**src/rtl/mem_b_arbiter.sv**
```systemverilog
// Round-robin arbiter sharing memory port B among display, song player and key logger.
// Display reads may burst over consecutive addresses; all port-B outputs are registered.
module mem_b_arbiter #(
    parameter int ADDR_W = 16,
    parameter int DATA_W = 16
) (
    input  logic              clock,
    input  logic              reset,
    input  logic [2:0]        req,
    input  logic [ADDR_W-1:0] addr0,
    input  logic [ADDR_W-1:0] addr1,
    input  logic [ADDR_W-1:0] addr2,
    input  logic              we0,
    input  logic              we1,
    input  logic              we2,
    input  logic [DATA_W-1:0] wdata0,
    input  logic [DATA_W-1:0] wdata1,
    input  logic [DATA_W-1:0] wdata2,
    input  logic [3:0]        burst_len,
    input  logic [DATA_W-1:0] data_b,
    output logic [ADDR_W-1:0] Address_B,
    output logic              we_b,
    output logic [DATA_W-1:0] din_b,
    output logic [2:0]        gnt,
    output logic [2:0]        rvalid,
    output logic [DATA_W-1:0] rdata,
    output logic              busy
);

    typedef enum logic {IDLE, BURST} state_t;

    state_t            state, state_nx;
    logic [1:0]        ptr, ptr_nx, arb_ptr, win;
    logic [3:0]        cnt, cnt_nx;
    logic [2:0]        gnt_nx, elig, cand;
    logic              found, we_nx;
    logic [ADDR_W-1:0] addr_nx;
    logic [DATA_W-1:0] din_nx;

    logic [2:0][ADDR_W-1:0] addr_v;
    logic [2:0]             we_v;
    logic [2:0][DATA_W-1:0] wdata_v;

    assign addr_v  = {addr2, addr1, addr0};
    assign we_v    = {we2, we1, we0};
    assign wdata_v = {wdata2, wdata1, wdata0};

    // A requester shown on gnt this cycle is still holding req; it is not a new request yet.
    assign elig    = req & ~gnt;
    // The cycle showing the last burst beat arbitrates with requester 1 first.
    assign arb_ptr = (state == BURST) ? 2'd1 : ptr;

    always_comb begin
        found = 1'b0;
        win   = 2'd0;
        cand  = 3'd0;
        for (int k = 0; k < 3; k++) begin
            cand = {1'b0, arb_ptr} + 3'(k);
            if (cand > 3'd2) cand = cand - 3'd3;
            if (!found && elig[cand[1:0]]) begin
                found = 1'b1;
                win   = cand[1:0];
            end
        end
    end

    always_comb begin
        state_nx = state;
        ptr_nx   = ptr;
        cnt_nx   = cnt;
        gnt_nx   = 3'b000;
        addr_nx  = Address_B;
        we_nx    = 1'b0;
        din_nx   = din_b;
        if (state == BURST && cnt != 4'd0) begin
            gnt_nx  = 3'b001;
            addr_nx = Address_B + ADDR_W'(1);
            cnt_nx  = cnt - 4'd1;
        end else begin
            if (state == BURST) begin
                state_nx = IDLE;
                ptr_nx   = 2'd1;
            end
            if (found) begin
                gnt_nx  = 3'b001 << win;
                addr_nx = addr_v[win];
                we_nx   = we_v[win];
                din_nx  = wdata_v[win];
                ptr_nx  = (win == 2'd2) ? 2'd0 : win + 2'd1;
                if (win == 2'd0 && !we0 && burst_len != 4'd0) begin
                    state_nx = BURST;
                    cnt_nx   = burst_len;
                end
            end
        end
    end

    always_ff @(posedge clock or negedge reset) begin
        if (!reset) begin
            state     <= IDLE;
            ptr       <= 2'd0;
            cnt       <= 4'd0;
            gnt       <= 3'b000;
            Address_B <= '0;
            we_b      <= 1'b0;
            din_b     <= '0;
            rvalid    <= 3'b000;
        end else begin
            state     <= state_nx;
            ptr       <= ptr_nx;
            cnt       <= cnt_nx;
            gnt       <= gnt_nx;
            Address_B <= addr_nx;
            we_b      <= we_nx;
            din_b     <= din_nx;
            rvalid    <= we_b ? 3'b000 : gnt;
        end
    end

    // Port-B read data arrives one cycle after the address, aligned with rvalid.
    assign rdata = (rvalid != 3'b000) ? data_b : '0;
    assign busy  = (state == BURST);

endmodule

```
**config.mk**
```make
export PLATFORM = sky130hd
export DESIGN_NAME = mem_b_arbiter
export DESIGN_NICKNAME = d
export VERILOG_FILES = /design/src/rtl/mem_b_arbiter.sv
export SDC_FILE = /design/constraint.sdc
export NUM_CORES = 1
export LEC_CHECK = 0
export CAP_MARGIN = 20
export CORE_UTILIZATION = 42
export CTS_BUF_LIST = sky130_fd_sc_hd__clkbuf_2 sky130_fd_sc_hd__clkbuf_4 sky130_fd_sc_hd__clkbuf_8
export CTS_CLUSTER_SIZE = 20
export DETAILED_ROUTE_END_ITERATION = 6
export PLACE_DENSITY = 0.89
export SETUP_SLACK_MARGIN = 0.3
export SLEW_MARGIN = 20
export SYNTH_ARGS = -nofsm -noshare
export SYNTH_HDL_FRONTEND = slang
export SYNTH_SLANG_ARGS = --single-unit
```
**constraint.sdc**
```tcl
create_clock -name clock -period 8.4 [get_ports clock]
set_clock_uncertainty 0.05 [all_clocks]
set_input_delay 1.68 -clock clock [delete_from_list [all_inputs] [get_ports clock]]
set_output_delay 1.68 -clock clock [all_outputs]
set_load 0.02 [all_outputs]
```
==> run summary, run 1 <==
Final total negative setup slack: 0 ns
Final std cells w/o fill: 616
Routability Congestion: 0.921
Number of I/O port buffers: 179
Switching part of the total: 49.2%
Vias in the first global route: 3440
Part of the power in the clock network: 7.6%
Hold buffers post-CTS: 0
Worst-path clk slew: 0.09 ns
Sequential share of power: 23.6%
Final setup violating endpoints: 0
Number of clock sinks: 46
Ordered list of cells on the worst path: clkdlybuf4s50_1 -> nor2b_1 -> clkdlybuf4s50_1
P per Cell Area: 390 mW/mm^2
Wire length of the first global-routing pass: 16700 um
Dominant cell by count in the synthesized netlist: sky130_fd_sc_hd__nand2_1
Share of synthesized registers carrying an async set or reset: 100%
Distinct cells, synth: 53
# Max-Cap Violations: 0
Startpoint type of the worst setup path: input port
Top Family by Delay on Critical Path: buffers and inverters
Area growth syn-to-layout: 64.7%
Total gr overflow: 0
Final worst path period share: 55.5%
Area of the mapped netlist: 0.00302 sq mm
I/O pin cnt: 180
Cell with the biggest individual delay on the critical path: sky130_fd_sc_hd__clkdlybuf4s50_1
Post-route total power: 1940 uW
Number of buffers inserted during clock tree synthesis: 5
Number of instances in the synthesized netlist: 352
Worst reg2reg setup slack: 4.71 ns
Detailed-routing iteration count for the pre-antenna-repair pass: 6
Signal arrival time at the worst endpoint: 2.93 ns
# diodes: 0
Status: complete, no violations
Post-route antenna net violation count: 0
Global-route track usage on met1: 31.7%
Most area-hungry cell type in the Yosys netlist: sky130_fd_sc_hd__dfrtp_1
Worst Hold Class: flop to flop
Number of vias per cell: 5.83
Routed wire length per instance: 17.4 um
Combinational share of power: 68.8%
Final WL: 10700 um
Area share of the largest cell type after synthesis: 38.2%
Most congested layer reported by global routing: met2
Worst setup path category: input port to output port
Leading cell types by total area after synthesis: sky130_fd_sc_hd__dfrtp_1 38%, sky130_fd_sc_hd__nand2_1 6.5%, sky130_fd_sc_hd__a222oi_1 6.0%, sky130_fd_sc_hd__a221oi_1 4.6%, sky130_fd_sc_hd__nor2b_1 4.6%
Final worst-path setup slack: 3.74 ns
Antenna violations before repair: 0
Number of design-rule violations left by the first detailed-router iteration: 276
Lkg Pwr: 0.00196 uW
Req. time, crit path: 6.67 ns
Met3 global-route usage: 6.76%
Total of flip-flops plus latches after synthesis: 46
Maximum number of pins on one net before global-route repair: 47
Post-layout minimum cycle time: 4.66 ns
CTS tree: built
Slew at the pin closest to its max-slew limit: 0.872 ns
Commonest cells post-synth: 52 x sky130_fd_sc_hd__nand2_1, 46 x sky130_fd_sc_hd__dfrtp_1, 23 x sky130_fd_sc_hd__a21oi_1
Dpl hpwl: 8080 um
Synthesized net count: 479
Global routing met2 resource utilization: 52.2%
Layout cells sized above 1: 5.38%
Maximum ir drop on the vdd rail: 0.217 mV
Buffers from clock root to sink, at most: 2
Worst relative slew slack: 41.7%
Clock root cell: sky130_fd_sc_hd__clkbuf_8
Pre-CTS worst setup slack: 3.44 ns
Die boundary height: 86.7 um
Share of the yosys chip area belonging to registers: 38.2%
Starting density of the core: 43.9%
RSZ-0062 raised after global routing: false
Post-CTS setup buffer count: 0
Std-Cell Core Area: 0.00687 sq mm
Total GRT Usage: 28.4%
Dpl cells: 608
Max incr delay on CP: 0.61 ns
Syn Area/Cell: 8.57 sq um
Post-layout util: 72.3%
Pins over their slew limit: 0
Psw: 952 uW
Final Hold Fails: 0
Count of buffer and inverter cells on the critical path: 2
Internal portion of total power: 984 uW
Number of enable-type register cells in the synthesized netlist: 0
Site row count: 30
Crit end category: output port
Clock latency on the worst-skew pair: 0.30 ns
Count of unresolved DRC violations after routing: 0
Final #Nets: 646
Die Width: 86.7 um
Number of instances resized during post-cts repair: 0
Die footprint: 0.00752 sq mm
Maximum net fanout on the critical path: 1
Synth warn: 0
Predominant post-synthesis flop cell: sky130_fd_sc_hd__dfrtp_1
Vias after detailed routing: 3590
Top achievable clock speed: 0.215 GHz
CP most frequent cell: sky130_fd_sc_hd__clkdlybuf4s50_1
# H-tree levels: 2
[power groups by stage]
stage                     Clock, uW  Sequential (uW)  Combinational (uW)
final                           147              457                1330
after global routing            159              473                1440
after CTS                       149              455                1320
after detailed placement          0              458                1320
after global placement            0              452                1280
after floorplan                   0              523                 752
[state kept, by name (all words and copies together), names as in the netlist]
register   flops
Address_B     16
din_b         16
cnt            4
gnt            3
rvalid         3
ptr            2
busy           1
we_b           1
[worst reg2reg max path, cell delays in order (launching register included)]
cell                        delay, ns
sky130_fd_sc_hd__dfrtp_1         0.63
sky130_fd_sc_hd__or2_2           0.43
sky130_fd_sc_hd__ha_1            0.30
sky130_fd_sc_hd__a211o_1         0.28
sky130_fd_sc_hd__o2bb2ai_1       0.41
sky130_fd_sc_hd__mux2_2          0.41
sky130_fd_sc_hd__or4b_4          0.60
sky130_fd_sc_hd__or3_1           0.33
sky130_fd_sc_hd__o2bb2ai_1       0.13
[layout make-up]
cell class                 count  area, sq um
clock buffer                   7         90.1
clock inverter                 1         5.00
fill                         535         1900
inverter                       6         22.5
multi-input combinational    274         1740
sequential                    46         1150
tap                           96          120
timing repair buffer         186         1840
[cells in the final DEF, fill, tap and decap left out, drive strengths merged, types with 4 or more instances in the layout]
cell type and instances:
a21oi 23, nand3 12, inv 6, nor2 16
o21ai 29, o22ai 6, clkbuf 7, clkdlybuf4s50 178
nor2b 22, a221oi 16, dfrtp 46, buf 8
a21o 7, nand2 52, nor3 9, a222oi 18
nand2b 4
[layer usage]
metal	vias up	routed length [um]
met5	-	0
met4	0	223
met3	22	991
met2	215	5510
met1	1687	4010
li1	1666	-
[path summary, 6_finish.rpt]
kind                                 from             to  depth (start not counted)
min in group asynchronous           reset  Address_B[13]                          1
worst max-delay path            data_b[9]       rdata[9]                          3
worst max register to register       busy         cnt[2]                          8
worst min-delay path            din_b[14]      din_b[14]                          2
max in group asynchronous           reset         cnt[3]                          1
worst min register to register  din_b[14]      din_b[14]                          2
[logic make-up (layout without fill, tap and decap cells)]
kind of cell             Yosys count  in the layout  synth area share (%)
AO/OA/AOI/OAI                    125            125                  29.9
XOR/XNOR                           2              2                 0.830
adder cells (fa/ha/maj)            3              3                  1.24
buffers and inverters             32            200                  4.77
flip-flops                        46             46                  38.2
multiplexers                       4              4                  1.37
AND/OR/NAND/NOR                  140            140                  23.7
[metrics by stage]
stage	instance area, sq um	hold slack, ns
after global placement	4870	0.418
after global routing	4970	0.475
after detailed placement	4870	0.430
after floorplan	3020	0.445
final	4970	0.449
after CTS	4960	0.451
No activity file was read; power rests on OpenSTA's default activity.
==> inputs of run 2 (changes only) <==
- CORE_UTILIZATION: 42 -> 39
- PLACE_DENSITY: 0.89 -> 0.83
- clock period: 8.4 -> 4.4 ns (I/O delays scaled with it)
==> run 2 against run 1 <==
Net effect:
- cell count increased by 0.97%
- sequential share of layout area decreased by 0.25 points
- worst setup slack got worse by 3.0 ns
- wire length increased by 0.38%
- combinational power increased by 94%
- clock-buffer cell count decreased by 2
- die area increased by 7.5%
==> run summary, run 2 (synthesis gave the netlist of run 1 again) <==
Worst Hold Class: flop to flop
Maximum ir drop on the vdd rail: 0.462 mV
Buffers from clock root to sink, at most: 2
Site row count: 31
Startpoint type of the worst setup path: flop
Final setup violating endpoints: 0
Filler cell count in the final layout: 607
# H-tree levels: 2
Leading cell type in the layout, fill and taps excluded: sky130_fd_sc_hd__clkdlybuf4s50_1
Vias in the first global route: 3487
# diodes: 0
Combinational share of power: 68.5%
Routability Congestion: 0.965
CP most frequent cell: sky130_fd_sc_hd__o2bb2ai_1
Post-CTS setup buffer count: 0
Signal arrival time at the worst endpoint: 3.80 ns
Count of buffer and inverter cells on the critical path: 0
Final WL: 10800 um
Post-layout util: 68.1%
Die boundary height: 89.9 um
Total gr overflow: 0
Req. time, crit path: 4.54 ns
Ordered list of cells on the worst path: or2_2 -> ha_1 -> a211o_1 -> o2bb2ai_1 -> mux2_2 -> or4b_4 -> or3_1 -> o2bb2ai_1
Routed wire length per instance: 17.3 um
Maximum net fanout on the critical path: 22
Max incr delay on CP: 0.63 ns
Die Width: 89.9 um
Clock root cell: sky130_fd_sc_hd__clkbuf_8
Lkg Pwr: 0.00199 uW
Switching part of the total: 48.4%
Part of the power in the clock network: 8.4%
Post-layout minimum cycle time: 3.66 ns
Number of clock sinks: 46
Starting density of the core: 40.9%
Hold buffers post-CTS: 0
Number of buffers inserted during clock tree synthesis: 5
Total GRT Usage: 26.4%
Detailed-routing iteration count for the pre-antenna-repair pass: 7
Number of I/O port buffers: 179
Final #Nets: 649
Antenna violations before repair: 0
Number of design-rule violations left by the first detailed-router iteration: 258
Pre-CTS worst setup slack: 0.563 ns
Worst setup path category: flop to flop
Worst-path clk slew: 0.10 ns
I/O pin cnt: 180
Layout cells sized above 1: 5.93%
Area used by multi-input combinational logic: 0.00174 sq mm
Area taken by flip-flops and latches: 0.00115 sq mm
Number of vias per cell: 5.86
Number of instances resized during post-cts repair: 0
RSZ-0062 raised after global routing: false
Count of unresolved DRC violations after routing: 0
Top achievable clock speed: 0.273 GHz
Crit end category: flop
P per Cell Area: 752 mW/mm^2
Die footprint: 0.00809 sq mm
Slew at the pin closest to its max-slew limit: 0.654 ns
# Max-Cap Violations: 0
Most frequent cells in the layout: 178 x sky130_fd_sc_hd__clkdlybuf4s50_1, 51 x sky130_fd_sc_hd__nand2_1, 46 x sky130_fd_sc_hd__dfrtp_1
Sequential share of power: 23.1%
Area growth syn-to-layout: 66.5%
Maximum number of pins on one net before global-route repair: 47
Final worst-path setup slack: 0.742 ns
Post-route antenna net violation count: 0
Pins over their slew limit: 0
Cell with the biggest individual delay on the critical path: sky130_fd_sc_hd__dfrtp_1
Final Hold Fails: 0
Internal portion of total power: 1950 uW
Dpl hpwl: 8170 um
Worst relative slew slack: 56.4%
Final worst path period share: 83.1%
Biggest registers after layout: Address_B: 16 flops, din_b: 16 flops, cnt: 4 flops
Top Family by Delay on Critical Path: simple AND/OR/NAND/NOR gates
Wire length of the first global-routing pass: 17300 um
Psw: 1830 uW
Clock latency on the worst-skew pair: 0.30 ns
Status: complete, no violations
CTS tree: built
Final total negative setup slack: 0 ns
Vias after detailed routing: 3648
Std-Cell Core Area: 0.00737 sq mm
## run 2: final timing paths
path / start / to / slack (ns) / depth (start not counted)
worst max-delay path: busy / cnt[2] / 0.74 / 8
worst min-delay path: din_b[10] / din_b[10] / 0.44 / 2
worst max register to register: busy / cnt[2] / 0.74 / 8
worst min register to register: din_b[10] / din_b[10] / 0.44 / 2
max in group asynchronous: reset / Address_B[2] / 3.33 / 1
min in group asynchronous: reset / cnt[2] / 0.54 / 1
## run 2: stage by stage
stage | cells | power (uW) | instance area [sq um] | hold slack [ns]
floorplan | 352 | 2430 | 3020 | 0.445
global placement | 614 | 3370 | 4910 | 0.418
detailed placement | 614 | 3450 | 4910 | 0.429
CTS | 622 | 3770 | 5020 | 0.445
global route | 622 | 4050 | 5020 | 0.472
finish | 622 | 3780 | 5020 | 0.438
## run 2: power groups by stage
stage	Sequential (uW)	Combinational, uW	Clock [uW]
after CTS	870	2580	325
after global placement	861	2510	0
after floorplan	998	1440	0
after detailed placement	875	2570	0
final	873	2580	318
after global routing	908	2810	339
## run 2: area by class of cell
cell class / instances / area share [%]
Timing Repair Buffer: 189 / 37.4
Multi-Input combinational cell: 274 / 34.6
Sequential cell: 46 / 22.9
Tap cell: 99 / 2.47
Clock buffer: 5 / 1.37
Clock inverter: 3 / 0.797
Inverter: 6 / 0.449
## run 2: tightest hold or removal path: stages (launching register included)
cell,delay [ns]
sky130_fd_sc_hd__dfrtp_1,0.35
sky130_fd_sc_hd__nand2_1,0.05
sky130_fd_sc_hd__o21ai_1,0.06
## run 2: per-layer routing
metal  GRT usage [%]  routed length (um)
met1            30.9                4070
met2            47.5                5510
met3            6.26                 940
met4            8.60                 246
met5               0                   0
==> inputs of run 3 (changes only) <==
- clock period: 4.4 -> 3.65 ns (I/O delays scaled with it)
==> run 3 against run 2 <==
Net effect:
- cell count increased by 1.4%
- critical path depth is the same
- global-route usage is 1.8 points higher
- sequential power up 19%
- total power grew 25%
- utilization is 1.4 points higher
- worst setup slack got worse by 0.31 ns
- combinational power is 28% higher
- design area rose by 2.0%
- first-iteration DRC count increased by 43%
- clock power up 24%
- sequential share of layout area shrank 0.43 points
==> run summary, run 3 (synthesis gave the netlist of run 1 again) <==
Status: complete, no violations
Site row count: 31
Number of I/O port buffers: 179
Post-CTS setup buffer count: 0
Top achievable clock speed: 0.311 GHz
Total GRT Usage: 28.2%
Final setup violating endpoints: 0
Area growth syn-to-layout: 69.9%
Biggest registers after layout: Address_B: 16 flops, din_b: 16 flops, cnt: 4 flops
Clock latency on the worst-skew pair: 0.31 ns
# H-tree levels: 2
Worst setup path category: flop to flop
Pins over their slew limit: 0
Area taken by flip-flops and latches: 0.00115 sq mm
Final worst path period share: 88.2%
Number of vias per cell: 5.78
Filler cell count in the final layout: 594
Req. time, crit path: 3.81 ns
Post-layout util: 69.5%
Max incr delay on CP: 0.58 ns
Number of clock sinks: 46
Clock root cell: sky130_fd_sc_hd__clkbuf_8
Cell with the biggest individual delay on the critical path: sky130_fd_sc_hd__or4b_4
Leading cell type in the layout, fill and taps excluded: sky130_fd_sc_hd__clkdlybuf4s50_1
Signal arrival time at the worst endpoint: 3.38 ns
Buffers from clock root to sink, at most: 2
Count of unresolved DRC violations after routing: 0
# diodes: 0
Die Width: 89.9 um
Total gr overflow: 0
Number of buffers inserted during clock tree synthesis: 5
Combinational share of power: 69.8%
Ordered list of cells on the worst path: or2_2 -> ha_1 -> a211o_1 -> o2bb2ai_4 -> mux2_2 -> or4b_4 -> or3_1 -> o2bb2ai_1
Dpl cells: 623
Wire length of the first global-routing pass: 18400 um
RSZ-0062 raised after global routing: false
Startpoint type of the worst setup path: flop
Part of the power in the clock network: 8.3%
Final #Nets: 658
Detailed-routing iteration count for the pre-antenna-repair pass: 6
Maximum ir drop on the vdd rail: 0.412 mV
Sequential share of power: 21.9%
Hold buffers post-CTS: 0
Layout cells sized above 1: 7.89%
Internal portion of total power: 2470 uW
Final std cells w/o fill: 631
Switching part of the total: 47.8%
DP Area: 0.00501 sq mm
Post-route antenna net violation count: 0
Worst Hold Class: input port to async pin
Slew at the pin closest to its max-slew limit: 0.607 ns
Most congested layer reported by global routing: met2
Worst relative slew slack: 59.5%
Final Hold Fails: 0
Final total negative setup slack: 0 ns
Maximum net fanout on the critical path: 12
Lkg Pwr: 0.00204 uW
Crit end category: flop
Std-Cell Core Area: 0.00737 sq mm
Psw: 2260 uW
Most frequent cells in the layout: 178 x sky130_fd_sc_hd__clkdlybuf4s50_1, 52 x sky130_fd_sc_hd__nand2_1, 45 x sky130_fd_sc_hd__dfrtp_1
Dpl hpwl: 8340 um
CTS tree: built
Global routing met2 resource utilization: 49.9%
Routed wire length per instance: 17.5 um
Post-layout minimum cycle time: 3.22 ns
Vias after detailed routing: 3650
Maximum number of pins on one net before global-route repair: 47
Global-route track usage on met1: 33.6%
I/O pin cnt: 180
# Max-Cap Violations: 0
Met3 global-route usage: 7.11%
Starting density of the core: 40.9%
Number of instances resized during post-cts repair: 0
Antenna violations before repair: 0
Number of design-rule violations left by the first detailed-router iteration: 368
Die boundary height: 89.9 um
Worst-path clk slew: 0.10 ns
Routability Congestion: 0.854
Vias in the first global route: 3724
Final WL: 11000 um
Layout Cell Area excl Fill: 0.00512 sq mm
P per Cell Area: 924 mW/mm^2
Die footprint: 0.00809 sq mm
Area used by multi-input combinational logic: 0.00176 sq mm
run 3: cell types whose count changed in the layout (fill, tap and decap cells not counted), sizes merged:
cell | previous run | this run
buf | 11 | 20
run 3: cell type report:
cell class | instances | share of cell area, %
tap | 99 | 2.42
sequential | 46 | 22.5
timing repair buffer | 198 | 38.2
clock inverter | 3 | 0.782
multi-input combinational | 274 | 34.3
clock buffer | 5 | 1.34
inverter | 6 | 0.440
run 3: worst paths after layout:
check,to,depth (start not counted),startpoint,slack [ns]
setup / recovery,cnt[2],8,busy,0.43
hold / removal,Address_B[13],1,reset,0.36
setup reg to reg,cnt[2],8,busy,0.43
hold reg to reg,din_b[13],2,din_b[13],0.44
max in group asynchronous,busy,1,reset,2.73
min in group clock,din_b[13],2,din_b[13],0.44
run 3: through the flow:
step	hold slack (ns)	worst slack (ns)	power, uW
5_1_grt	0.409	0.315	5090
4_1_cts	0.445	0.438	4730
2_1_floorplan	0.384	0.322	2970
3_5_place_dp	0.425	0.115	4320
6_report	0.359	0.431	4730
3_3_place_gp	0.417	0.149	4250
run 3: layer usage:
metal | vias to the layer above | wire [um]
met5 | - | 0
met4 | 0 | 162
met3 | 15 | 1040
met2 | 211 | 5370
met1 | 1728 | 4450
li1 | 1696 | -
run 3: power by group through the flow:
| stage | combinational, uW | clock [uW] | sequential [uW] |
|---|---|---|---|
| after floorplan | 1760 | 0 | 1200 |
| after global placement | 3210 | 0 | 1030 |
| after detailed placement | 3280 | 0 | 1040 |
| after CTS | 3290 | 400 | 1030 |
| after global routing | 3580 | 423 | 1080 |
| final | 3300 | 394 | 1040 |
run 3: critical path, delay by kind of cell, from the launching register on:
family                     cells  cell delay (ns)
adders and majority gates      1             0.31
AOI/OAI and AO/OA              3             0.66
and+or+nand+nor                3             1.24
DFF                            1             0.50
muxes                          1             0.37
